<file path="config.mk">
export PLATFORM = sky130hd
export DESIGN_NAME = uart_frame_decoder
export DESIGN_NICKNAME = d
export VERILOG_FILES = /design/src/rtl/uart_frame_decoder.sv
export SDC_FILE = /design/constraint.sdc
export NUM_CORES = 1
export LEC_CHECK = 0
export CAP_MARGIN = 20
export CORE_UTILIZATION = 25
export DETAILED_ROUTE_END_ITERATION = 6
export DONT_BUFFER_PORTS = 1
export HOLD_SLACK_MARGIN = 0.06
export PLACE_DENSITY = 0.5
export SYNTH_ARGS = -nofsm -noshare
export SYNTH_HDL_FRONTEND = slang
export SYNTH_SLANG_ARGS = --single-unit
</file>
<file path="constraint.sdc">
create_clock -name clock_12mhz -period 2.3 [get_ports clock_12mhz]
set_input_delay 0.46 -clock clock_12mhz [delete_from_list [all_inputs] [get_ports clock_12mhz]]
set_output_delay 0.46 -clock clock_12mhz [all_outputs]
set_load 0.05 [all_outputs]
</file>
<file path="src/rtl/uart_frame_decoder.sv">
// uart_frame_decoder: turns the UART byte stream into pixel writes.
// Frame layout: SYNC, ADDR_HI, ADDR_LO, COUNT, COUNT*3 data bytes, CHECK.
// Each complete RGB triplet becomes one write strobe.
// A good frame ends with a frame_done pulse.
// A bad checksum or an inter-byte timeout ends with a frame_error pulse.
module uart_frame_decoder #(
    parameter int          LED_COUNT      = 256,
    parameter int          TIMEOUT_CYCLES = 12000,
    parameter logic [7:0]  SYNC_BYTE      = 8'hA5
) (
    input  logic        clock_12mhz,
    input  logic        reset,
    input  logic [7:0]  rx_data,
    input  logic        rx_data_ready,
    output logic        perform_write,
    output logic [8:0]  write_address,
    output logic [23:0] write_data,
    output logic        frame_done,
    output logic        frame_error,
    output logic        busy
);

    typedef enum logic [2:0] {
        S_IDLE,
        S_ADDR_HI,
        S_ADDR_LO,
        S_COUNT,
        S_DATA,
        S_CHECK
    } state_t;

    localparam int               TW           = $clog2(TIMEOUT_CYCLES + 1);
    localparam logic [TW-1:0]    TIMEOUT_LAST = TW'(TIMEOUT_CYCLES - 1);
    localparam logic [9:0]       LED_LIMIT    = 10'(LED_COUNT);

    state_t          state_reg;
    logic [1:0]      ready_sync_reg;
    logic            ready_prev_reg;
    logic [TW-1:0]   timeout_count_reg;
    logic [7:0]      checksum_reg;
    logic [8:0]      base_reg;
    logic [7:0]      count_reg;
    logic [7:0]      pixel_index_reg;
    logic [1:0]      phase_reg;
    logic [7:0]      b0_reg;
    logic [7:0]      b1_reg;

    logic            accept;
    logic            timeout_hit;
    logic            last_pixel;
    logic [8:0]      pixel_addr;

    // One byte per rising edge of the synchronized ready level.
    assign accept      = ready_sync_reg[1] & ~ready_prev_reg;
    // The counter reaches TIMEOUT_CYCLES on this edge. A byte arriving in the same cycle wins.
    assign timeout_hit = (state_reg != S_IDLE) && (timeout_count_reg == TIMEOUT_LAST) && !accept;
    // COUNT of 0 means 256 pixels; the 8-bit subtraction wraps to 255 for that case.
    assign last_pixel  = (pixel_index_reg == count_reg - 8'd1);
    // The 9-bit sum wraps naturally from 511 to 0.
    assign pixel_addr  = base_reg + {1'b0, pixel_index_reg};

    // Bring rx_data_ready (from the UART's slower clock) into this domain and keep the previous level for edge detection.
    always_ff @(posedge clock_12mhz) begin
        if (reset) begin
            ready_sync_reg <= 2'b00;
            ready_prev_reg <= 1'b0;
        end else begin
            ready_sync_reg <= {ready_sync_reg[0], rx_data_ready};
            ready_prev_reg <= ready_sync_reg[1];
        end
    end

    // Frame parser FSM with registered strobes, the running checksum and the inter-byte timeout.
    always_ff @(posedge clock_12mhz) begin
        if (reset) begin
            state_reg         <= S_IDLE;
            busy              <= 1'b0;
            perform_write     <= 1'b0;
            write_address     <= '0;
            write_data        <= '0;
            frame_done        <= 1'b0;
            frame_error       <= 1'b0;
            timeout_count_reg <= '0;
            checksum_reg      <= '0;
            base_reg          <= '0;
            count_reg         <= '0;
            pixel_index_reg   <= '0;
            phase_reg         <= '0;
            b0_reg            <= '0;
            b1_reg            <= '0;
        end else begin
            perform_write <= 1'b0;
            frame_done    <= 1'b0;
            frame_error   <= 1'b0;

            if (accept || state_reg == S_IDLE) begin
                timeout_count_reg <= '0;
            end else begin
                timeout_count_reg <= timeout_count_reg + 1'b1;
            end

            if (timeout_hit) begin
                // Abandon the frame; any partially collected pixel bytes are discarded.
                state_reg         <= S_IDLE;
                busy              <= 1'b0;
                frame_error       <= 1'b1;
                phase_reg         <= '0;
                timeout_count_reg <= '0;
            end else if (accept) begin
                case (state_reg)
                    S_IDLE: begin
                        checksum_reg <= '0;
                        if (rx_data == SYNC_BYTE) begin
                            state_reg <= S_ADDR_HI;
                            busy      <= 1'b1;
                        end
                    end
                    S_ADDR_HI: begin
                        base_reg[8]  <= rx_data[0];
                        checksum_reg <= checksum_reg ^ rx_data;
                        state_reg    <= S_ADDR_LO;
                    end
                    S_ADDR_LO: begin
                        base_reg[7:0] <= rx_data;
                        checksum_reg  <= checksum_reg ^ rx_data;
                        state_reg     <= S_COUNT;
                    end
                    S_COUNT: begin
                        count_reg       <= rx_data;
                        pixel_index_reg <= '0;
                        phase_reg       <= '0;
                        checksum_reg    <= checksum_reg ^ rx_data;
                        state_reg       <= S_DATA;
                    end
                    S_DATA: begin
                        checksum_reg <= checksum_reg ^ rx_data;
                        case (phase_reg)
                            2'd0: begin
                                b0_reg    <= rx_data;
                                phase_reg <= 2'd1;
                            end
                            2'd1: begin
                                b1_reg    <= rx_data;
                                phase_reg <= 2'd2;
                            end
                            default: begin
                                phase_reg <= 2'd0;
                                // Out-of-range pixels are dropped, but the frame keeps parsing.
                                if ({1'b0, pixel_addr} < LED_LIMIT) begin
                                    perform_write <= 1'b1;
                                    write_address <= pixel_addr;
                                    write_data    <= {b0_reg, b1_reg, rx_data};
                                end
                                if (last_pixel) begin
                                    state_reg <= S_CHECK;
                                end else begin
                                    pixel_index_reg <= pixel_index_reg + 8'd1;
                                end
                            end
                        endcase
                    end
                    S_CHECK: begin
                        if (rx_data == checksum_reg) begin
                            frame_done <= 1'b1;
                        end else begin
                            frame_error <= 1'b1;
                        end
                        state_reg <= S_IDLE;
                        busy      <= 1'b0;
                    end
                    default: begin
                        state_reg <= S_IDLE;
                        busy      <= 1'b0;
                    end
                endcase
            end
        end
    end

endmodule

</file>
# Word level (Yosys, flattened, before mapping)
# Index checks and enable logic that the tools add are counted.
# classes
addsub,4
magnitude_cmp,1
eq_ne,14
mux,18
bitwise,9
reduce_logical,26
# ops
op,count
one-hot mux 8 bit (2 select lines),2
equality test 8 bit,2
2-to-1 mux 8 bit,2
one-hot mux 3 bit (5 select lines),1
AND reduction 3 bit,5
"adder 14 x 1 -> 14 bit, second input constant",1
"equality test 14 bit, second input constant",1
AND reduction 4 bit,3
AND reduction 5 bit,2
adder 9 x 8 -> 9 bit,1
"less-than comparator 9 bit, second input constant",1
2-to-1 mux 3 bit,3
"adder 8 x 1 -> 8 bit, second input constant",1
"equality test 8 bit, second input constant",1
one-hot mux 2 bit (2 select lines),2
OR reduction 4 bit,2
"subtractor 8 x 1 -> 8 bit, second input constant",1
XOR 8 bit,1
2-to-1 mux 1 bit,7
NOT 1 bit,7
"equality test 3 x 2 -> 1 bit, second input constant",2
"equality test 3 bit, second input constant",2
"inequality test 2 bit, second input constant",3
OR reduction 6 bit,1
other kinds (15),18
# totals
regBits,108
out_inout_bits,37
elab_cells,90

# Depth between registers and ports, before layout
# Gate-level depths: netlist of run 1.
# depth
ltp_word,6
mapped_depth,10
ltp_nobuf,9

# Least setup slack after synthesis of run 1
# Ideal clock, no wire load.
# synth_path
path_kind,flip-flop to flip-flop
from,register pixel_index_reg[0]
to,register write_address[1]
setup_ps,128
arrival_time_ps,2401
setup_slack_ps,-229
stages_incl_launch_ff,11
path_buffers,1
synth_period_minus_slack_ps,2529
path_cell_list,dfxtp_1 -> ha_1 -> fa_1 -> a21o_1 -> a211oi_1 -> o21a_1 -> o211ai_1 -> nand2_1 -> buf_2 -> mux2i_1 -> nor2_1
# synth_between
elab_chain_cells,3
# synth_rtl
item,line,rtl
"start, declared",43,logic [7:0] pixel_index_reg;
"start signal, assigned",157,pixel_index_reg <= pixel_index_reg + 8'd1;
adder 9 x 8 -> 9 bit *,60,"assign pixel_addr = base_reg + {1'b0, pixel_index_reg};"
less-than comparator 9 bit,149,"if ({1'b0, pixel_addr} < LED_LIMIT) begin"
AND reduction 5 bit (no source line),n/a,
"end signal, assigned",151,write_address <= pixel_addr;
"end, declared",16,"output logic [8:0] write_address,"
# Mark *: on every way between the ends. The rest lies on a longest branch, timed or not.
# A chain may end at the register's enable or synchronous reset.

# Worst setup path after layout of run 1
# layout_path
from,register base_reg[0]
to,register write_data[10]
# layout_between
elab_chain_cells,3
# layout_rtl
item,line,rtl
"start, declared",41,logic [8:0] base_reg;
"start signal, assigned",124,base_reg[7:0] <= rx_data;
adder 9 x 8 -> 9 bit,60,
less-than comparator 9 bit,149,
AND reduction 5 bit (no source line),n/a,
"end signal, assigned",152,"write_data <= {b0_reg, b1_reg, rx_data};"
"end, declared",17,"output logic [23:0] write_data,"
# Every way passes these cells.

==> metrics.yaml, run 1 <==
dieHeight_um: 141
post_synth_num_cell_types: 49
die_area_mm2: 0.0200
synth_seq_cells: 108
die_w_um: 141
ios: 48
instances_no_fill: 818
grt_pass1_wl_um: 18700
grt_max_degree: 85
worstSetupEndpointType: "flop"
drc: 0
critPathRequiredTime_ps: 2550
startpoint_type: "flop"
cts_max_path_buffers: 2
initial_utilization_pct: 25.7
numPortBuffers: 0
dp_hpwl_um: 8000
status: "complete, no violations"
grt_util_all_layers_pct: 12.1
slew_violations: 0
synth_area_leaders: "dfxtp_1 (45%), mux2i_1 (12%), nor2_1 (7.6%)"
wl_um: 11400
via_per_inst: 4.51
hold_violations: 0
dp_cells: 800
routabilityCongestion: 0.749
crit_fanout: 7
yosysWarningCount: 0
period_needed_ps: 2290
setup_viol: 0
slew_headroom_pct: 59.5
p_leak_nw: 2.07
clock_latency_ps: 350
synth_top_area_share_pct: 44.5
rsz0062_at_grt: "true"
p_per_area_mw_per_mm2: 625
ir_drop_uv: 389
timing.final.crit_share_pct: 99.4
rows: 50
synth_most_common_cell: "dfxtp_1"
antenna_found_initial: 0
cts_tree: "built"
largest_register_ffs: 24
synthToLayoutAreaGrowth_pct: 16.7
cts_hold_buf: 0
layout.nets: 576
drt_iter0_drc: 152
synthTopCellsByCount: "dfxtp_1 (108), nor2_1 (98), mux2i_1 (57)"
avgSynthCellArea_um2: 8.89
cts_root_buf: "clkbuf_16"
cts.clk_slew.worst_paths_ps: 70
cap_viol_max_count: 0
synth_edf_count: 0
synth_area_leader_cell: "dfxtp_1"
worst_slew_pin_slew_ps: 607
synthArstFlopShare_pct: 0
power_mw: 3.54
grt-ovfl-total: 0
cts.htree.levels: 3
core_area_mm2: 0.0189
ant_nets: 0
cts_sinks: 108
min_path_type: "in -> reg"
netlist_area_mm2: 0.00485
fin_area_mm2: 0.00566
ys_seq_area_share_pct: 44.5
vias: 3690
drive_gt1_share_pct: 12.5
synth_ff_type: "dfxtp_1"
worstSetupPathType: "reg -> reg"
wire_per_inst_um: 14.0
cts_made_buffers: 9
grt_pass1_vias: 3582
synth.net_count: 569
max_freq_mhz: 438
syn-instance-count: 546
first_pass_iters: 4
whs_ps: 197
cp_data_arrival_time_ps: 2530
fin_skew_ps: 11.1
place_area_mm2: 0.00528
n_fill_cell: 2045
antennaDiodeCount: 0
-- layer usage --
layer	track usage (%)	vias up	wire length (µm)
met5	0	-	0
met4	5.78	0	238
met3	2.50	15	449
met2	20.0	57	5460
met1	15.0	1748	5280
li1	-	1870	-
-- worst paths after layout --
| path | endpoint | depth (start not counted) | slack, ps | startpoint |
|---|---|---|---|---|
| min | count_reg[0] | 1 | 200 | reset |
| max | write_data[10] | 10 | 10 | base_reg[0] |
| min reg2reg | ready_sync_reg[1] | 1 | 440 | ready_sync_reg[0] |
| max reg2reg | write_data[10] | 10 | 10 | base_reg[0] |
-- cell families after synthesis --
family / share of synthesized area (%)
AOI/OAI and AO/OA: 9.20
xor gates and xnor gates: 6.68
adders and majority gates: 3.25
buffers and inverters: 3.63
DFF: 44.5
muxes: 11.8
and+or+nand+nor: 21.0
-- per-stage QoR --
step	setup slack [ps]	utilization [%]	setup TNS, ps
finish	14.9	30.0	0
detailed placement	-54.6	27.9	-854
floorplan	24.8	-	0
CTS	-11.8	29.7	-23.6
global route	-151	30.0	-3770
global placement	33.0	27.9	0
-- cell type report --
type | count | area (µm²) | share of cell area (%)
multi-input cells | 394 | 2560 | 45.3
repair buffers | 29 | 263 | 4.64
inverters | 11 | 41.3 | 0.729
well taps | 260 | 325 | 5.74
clock inverters | 6 | 70.1 | 1.24
clock buffers | 10 | 229 | 4.04
flip-flops and latches | 108 | 2170 | 38.3
-- cell usage in the layout, fill, tap and decap left out, types with 3 or more instances in the layout --
master	netlist	routed
a211oi_1	5	4
a21o_1	3	3
a21oi_1	37	37
and3_1	3	3
buf_4	2	24
clkbuf_16	0	10
dfxtp_1	108	102
dfxtp_2	0	5
ha_1	11	10
inv_1	11	11
mux2i_1	57	57
nand2_1	38	37
nand2b_1	6	5
nand3_1	19	19
nand3b_1	4	4
nand4_1	7	7
nor2_1	98	97
nor2b_1	5	5
nor3_1	15	14
nor3b_1	4	4
nor4_1	4	4
o21ai_0	7	7
or3_1	6	6
xnor2_1	20	20
xor2_1	17	17
-- timing repair --
item / 4_1_cts / 5_1_grt
buffers inserted: 1 / 0
setup endpoints to repair: 31 / 37
pin swaps: 1 / 6
resized for setup: 6 / 11
cloned: 0 / 1
-- critical path, stage by stage, from the launching register on --
cell,delay [ps]
dfxtp_2,340
ha_4,160
fa_2,340
a21o_1,180
a211oi_2,210
o21a_1,150
o211ai_1,170
nand2_4,200
clkbuf_16,190
mux2i_1,190
nor2_1,50
-- power breakdown --
group          switching [mW]  leakage [nW]  internal [mW]
logic                  0.0470          1.05         0.0386
registers              0.0198         0.874           1.88
clock network           0.701         0.141          0.854
Power figures use the tool's default switching activity.
==> run 2, diff against run 1 <==
- SLEW_MARGIN: unset -> 5
==> results of run 2 <==
The final DEF is identical to that of run 1; final timing and power are the same.
==> variant 1 (settings of run 2) <==
The parameter `TIMEOUT_CYCLES` goes from 12000 to 3000.
--- a/src/rtl/uart_frame_decoder.sv
+++ b/src/rtl/uart_frame_decoder.sv
@@ -6,5 +6,5 @@
 module uart_frame_decoder #(
     parameter int          LED_COUNT      = 256,
-    parameter int          TIMEOUT_CYCLES = 12000,
+    parameter int          TIMEOUT_CYCLES = 3000,
     parameter logic [7:0]  SYNC_BYTE      = 8'hA5
 ) (
Behaviour: same outputs for any inputs over 10 cycles, from zero or initial values and one cycle with reset high; that may be too few to reach the edited logic, so the function may still have changed.
==> variant 1 against run 2 <==
- the flow now finishes with violations (setup timing)
- sequential share of layout area decreased by 1.8 points
- die area decreased by 1.9%
- final area increased by 2.7%
- sequential power decreased by 2%
- worst setup slack got worse by 0.17 ns
- total power decreased by 1.3%
- routed wire length increased by 6.5%
- clock skew decreased by 0.00094 ns
- area after synthesis decreased by 2.0%
- synthesized cell count unchanged
- hold slack got worse by 0.0085 ns
- sequential cell count decreased by 2
- largest power group unchanged
- highest routed layer unchanged
==> variant 1: results (changes against run 2) <==
| Metric | Value |
|---|---|
| Layout clock area frac | `5.19% (-0.093 points)` |
| Critical Path Fanout Max | `6 (-1)` |
| Fin util | `31.1% (+1.1 points)` |
| WHS | `0.189 ns (-0.00849 ns)` |
| Maximum vdd drop | `0.337 mV (-13%)` |
| First-pass GRT wire length | `20000 um (+7.1%)` |
| Wire per inst | `15.0 um (+7.4%)` |
| Critical R2R Launch | `count_reg[1]` |
| Setup Slack @ Placement | `-0.145 ns (-0.0909 ns)` |
| Post-Synth Adder-Cell Area | `3.31% (+0.065 points)` |
| Inverters | `9 (-2)` |
| CP Data Arrival Time | `2.74 ns (+0.21 ns)` |
| Final worst slack | `-0.156 ns (-0.171 ns)` |
| Multiplexer share of the synthesized area | `9.67% (-2.1 points)` |
| Hold Crit Endpoint | `frame_error` |
| FF+latch count | `106 (-1.9%)` |
| Post-synth top cells | `dfxtp_1, nor2_1, nand2_1` |
| Skew final | `0.0101 ns (-0.000944 ns)` |
| Crit-path slowest cell | `or4_4` |
| Iteration-0 DRC Markers | `189 (+24%)` |
| Vias/cell | `4.77 (+5.8%)` |
| Failing checks | `setup timing` |
| Top cells by area, synth | `dfxtp_1, mux2i_1, nor2_1` |
| Outcome | `finished with violations` |
| Leak | `2.12 nW (+2.6%)` |
| Chip Width | `140 um (-0.97%)` |
| Worst slew margin | `58.8% (-0.72 points)` |
| Ratio of cells with drive above 1 in the final layout | `17.5% (+5.0 points)` |
| DRT Pass-1 Iters | `7 (+3)` |
| Placer Congestion | `0.783 (+4.6%)` |
| Final setup vio count | `36 (+36)` |
| Fin nets | `595 (+3.3%)` |
| Register area | `2130 um^2 (-2.1%)` |
| Non-CTS buffers | `48 (+66%)` |
variant 1: changes by cell type after synthesis, moves of 4 or more:
| cell | delta |
|---|---|
| nor3_1 | -8 |
| nand2_1 | +9 |
| a211oi_1 | -4 |
| nand3b_1 | -4 |
| mux2i_1 | -11 |
| o31ai_1 | +4 |
| o21ai_0 | +11 |
variant 1: metal layers:
layer | GRT usage, % | wire, um | vias to the layer above
met5 | 0 | 0 | -
li1 | - | - | 1921
met1 | 15.2 | 5430 | 1868
met3 | 2.43 | 467 | 10
met2 | 22.5 | 6080 | 70
met4 | 5.44 | 187 | 0
variant 1: timing repair:
action,in CTS,in global routing
gates resized for setup,26,10
pin swaps,17,9
endpoints found under the setup margin,41,43
setup buffers,7,3
cloned,3,1
variant 1: worst max-delay path by stage:
stage / start / endpoint / cells after the start
final: count_reg[1] / pixel_index_reg[2] / 9
after detailed placement: count_reg[1] / state_reg[0] / 9
after floorplan: count_reg[1] / pixel_index_reg[2] / 9
after global routing: count_reg[1] / pixel_index_reg[6] / 9
after CTS: count_reg[1] / pixel_index_reg[2] / 9
after global placement: count_reg[1] / pixel_index_reg[3] / 9
variant 1: worst max-delay path: cells and delay by family (launching register included):
kind | cells | cell delay (ns)
buffers and inverters | 1 | 0.06
AOI/OAI and AO/OA | 5 | 1.08
DFF | 1 | 0.33
and+or+nand+nor | 2 | 0.81
adders and majority gates | 1 | 0.12
variant 1: power breakdown:
part	leakage [nW]	internal [mW]	total, mW	switching (mW)
clock	0.149	0.798	1.55	0.751
sequential	0.856	1.84	1.86	0.0188
combinational	1.12	0.0347	0.0821	0.0474
total	2.12	2.68	3.49	0.817
==> variant 2 (flow settings as in run 2) <==
Made on the original files. Encoding of `state_t`: now one-hot (6 bits for 6 states).
--- a/src/rtl/uart_frame_decoder.sv
+++ b/src/rtl/uart_frame_decoder.sv
@@ -21,11 +21,11 @@
 );
 
-    typedef enum logic [2:0] {
-        S_IDLE,
-        S_ADDR_HI,
-        S_ADDR_LO,
-        S_COUNT,
-        S_DATA,
-        S_CHECK
+    typedef enum logic [5:0] {
+        S_IDLE    = 6'b000001,
+        S_ADDR_HI = 6'b000010,
+        S_ADDR_LO = 6'b000100,
+        S_COUNT   = 6'b001000,
+        S_DATA    = 6'b010000,
+        S_CHECK   = 6'b100000
     } state_t;
 
Function: no difference found for any inputs over 10 cycles, from zero or initial values and one cycle with reset high; not proved beyond that.
==> variant 2 against run 2 <==
- the run now ends with setup timing left
- final area is 13% higher
- worst setup slack worse by 0.044 ns
- critical path depth stayed put
- sequential cell count is 3 higher
- via count is 17% higher
- area after synthesis is 4.6% higher
- sequential share of layout area is 3.5 points lower
- routed wire length is 21% higher
- largest cell class unchanged
Power is not compared: it rests on default switching activity, and its combinational part moved more than twofold at a synthesized area within 25%.
==> variant 2: results (changes against run 2) <==
| Metric | Value |
|---|---|
| WHS | `0.193 ns (-0.00384 ns)` |
| TritonCTS buffer count | `9 (unchanged)` |
| Synth cell types | `55 (+12%)` |
| Top cells by area, synth | `dfxtp_1, nand2_1, a21oi_1` |
| Antenna diodes | `0 (unchanged)` |
| Post-synth top cells | `dfxtp_1, nand2_1, a21oi_1` |
| Failing checks | `setup timing` |
| Placer Congestion | `0.809 (+8.0%)` |
| Fillers | `2088 (+2.1%)` |
| Largest net degree at the start of global routing | `87 (+2.4%)` |
| Register area share after synthesis | `43.8% (-0.78 points)` |
| Critical Path Fanout Max | `13 (+6)` |
| Outcome | `finished with violations` |
| Root Driver | `clkbuf_16` |
| Iteration-0 DRC Markers | `200 (+32%)` |
| Final WL | `13900 um (+21%)` |
| FFs w/ async S/R, synth | `0% (unchanged)` |
| Clock Pin Slew Worst Setup and Hold Paths | `approximately 0.080 ns` |
| Dpl hpwl | `8870 um (+11%)` |
| Setup Slack @ Placement | `-0.0499 ns (+0.00470 ns)` |
| Port Buf Inserts | `0 (unchanged)` |
| Vias in the first global route | `3907 (+9.1%)` |
| GRT Overall Usage | `13.1% (+1.0 points)` |
| Hold Crit Class | `primary input to register` |
| First-pass GRT wire length | `20900 um (+12%)` |
| Fin nets | `665 (+15%)` |
| Final worst slack | `-0.0288 ns (-0.0436 ns)` |
| Post-Syn Nets | `631 (+11%)` |
| R2r setup slk | `-0.03 ns (-0.04 ns)` |
| Worst slew margin | `60.2% (+0.68 points)` |
| Via count | `4321 (+17%)` |
| Final setup vio count | `19 (+19)` |
| CP Data Arrival Time | `2.63 ns (+0.10 ns)` |
| Post-DP Area | `5680 um^2 (+7.7%)` |
| Skew final | `0.0128 ns (+0.00174 ns)` |
| Ratio of cells with drive above 1 in the final layout | `23.1% (+11 points)` |
| DRT Pass-1 Iters | `4 (unchanged)` |
## variant 2: area by class of cell
| type | count | area, um^2 | area share [%] |
|---|---|---|---|
| Sequential cell | 111 | 2230 | 34.8 |
| Inverter | 8 | 30.0 | 0.469 |
| Multi-Input combinational cell | 460 | 3070 | 47.9 |
| Timing Repair Buffer | 52 | 468 | 7.30 |
| Clock inverter | 6 | 56.3 | 0.879 |
| Tap cell | 265 | 332 | 5.18 |
| Clock buffer | 9 | 225 | 3.52 |
## variant 2: path summary, 6_finish.rpt
kind | cells past startpoint | startpoint | end
setup / recovery | 10 | pixel_index_reg[0] | write_data[22]
hold reg to reg | 1 | ready_sync_reg[0] | ready_sync_reg[1]
hold / removal | 1 | reset | count_reg[1]
setup reg to reg | 10 | pixel_index_reg[0] | write_data[22]
## variant 2: timing repair
action / CTS / global route
resized for setup: 11 / 65
setup buffers: 3 / 2
setup endpoints to repair: 37 / 45
pin swaps: 6 / 19
gates cloned: 2 / 4
## variant 2: metrics by stage
stage,setup TNS [ns],cells,utilization (%)
after detailed placement,-0.359,885,28.8
after global placement,-0.00787,885,28.8
final,-0.206,911,32.5
after floorplan,-0.254,608,-
after global routing,-3.02,911,32.5
after CTS,-0.287,905,30.8
## variant 2: per-layer routing
layer	global-route usage, %	up-vias	routed length [um]	part of all wire (%)
met5	0	-	0	0
met4	4.82	0	214	1.5
met3	3.18	9	623	4.5
met2	20.9	71	6410	46
met1	17.1	2054	6630	48
li1	-	2187	-	-
## variant 2: worst max-delay path, cell delays in order, from the launching register on
cell      delay (ns)
dfxtp_2         0.34
ha_4            0.16
fa_2            0.36
a211oi_4        0.28
o21ai_2         0.09
a31oi_4         0.23
mux2i_4         0.30
buf_6           0.14
buf_12          0.13
nand2_1         0.08
a21oi_2         0.15
## variant 2: where the power goes
part	switching (mW)	internal (mW)
sequential	0.000818	1.92
combinational	0.0147	0.0115
clock	0.778	0.750
total	0.794	2.68
## variant 2: cells by family (layout without fill, tap and decap cells)
kind of cell	Yosys count	in the layout	synth area share (%)
simple gates	267	267	26.3
xor+xnor	33	33	5.69
flops	111	111	43.8
mux	20	24	3.97
fa+ha+maj	12	12	3.10
compound gates	124	124	13.8
buf+inv	41	75	3.33
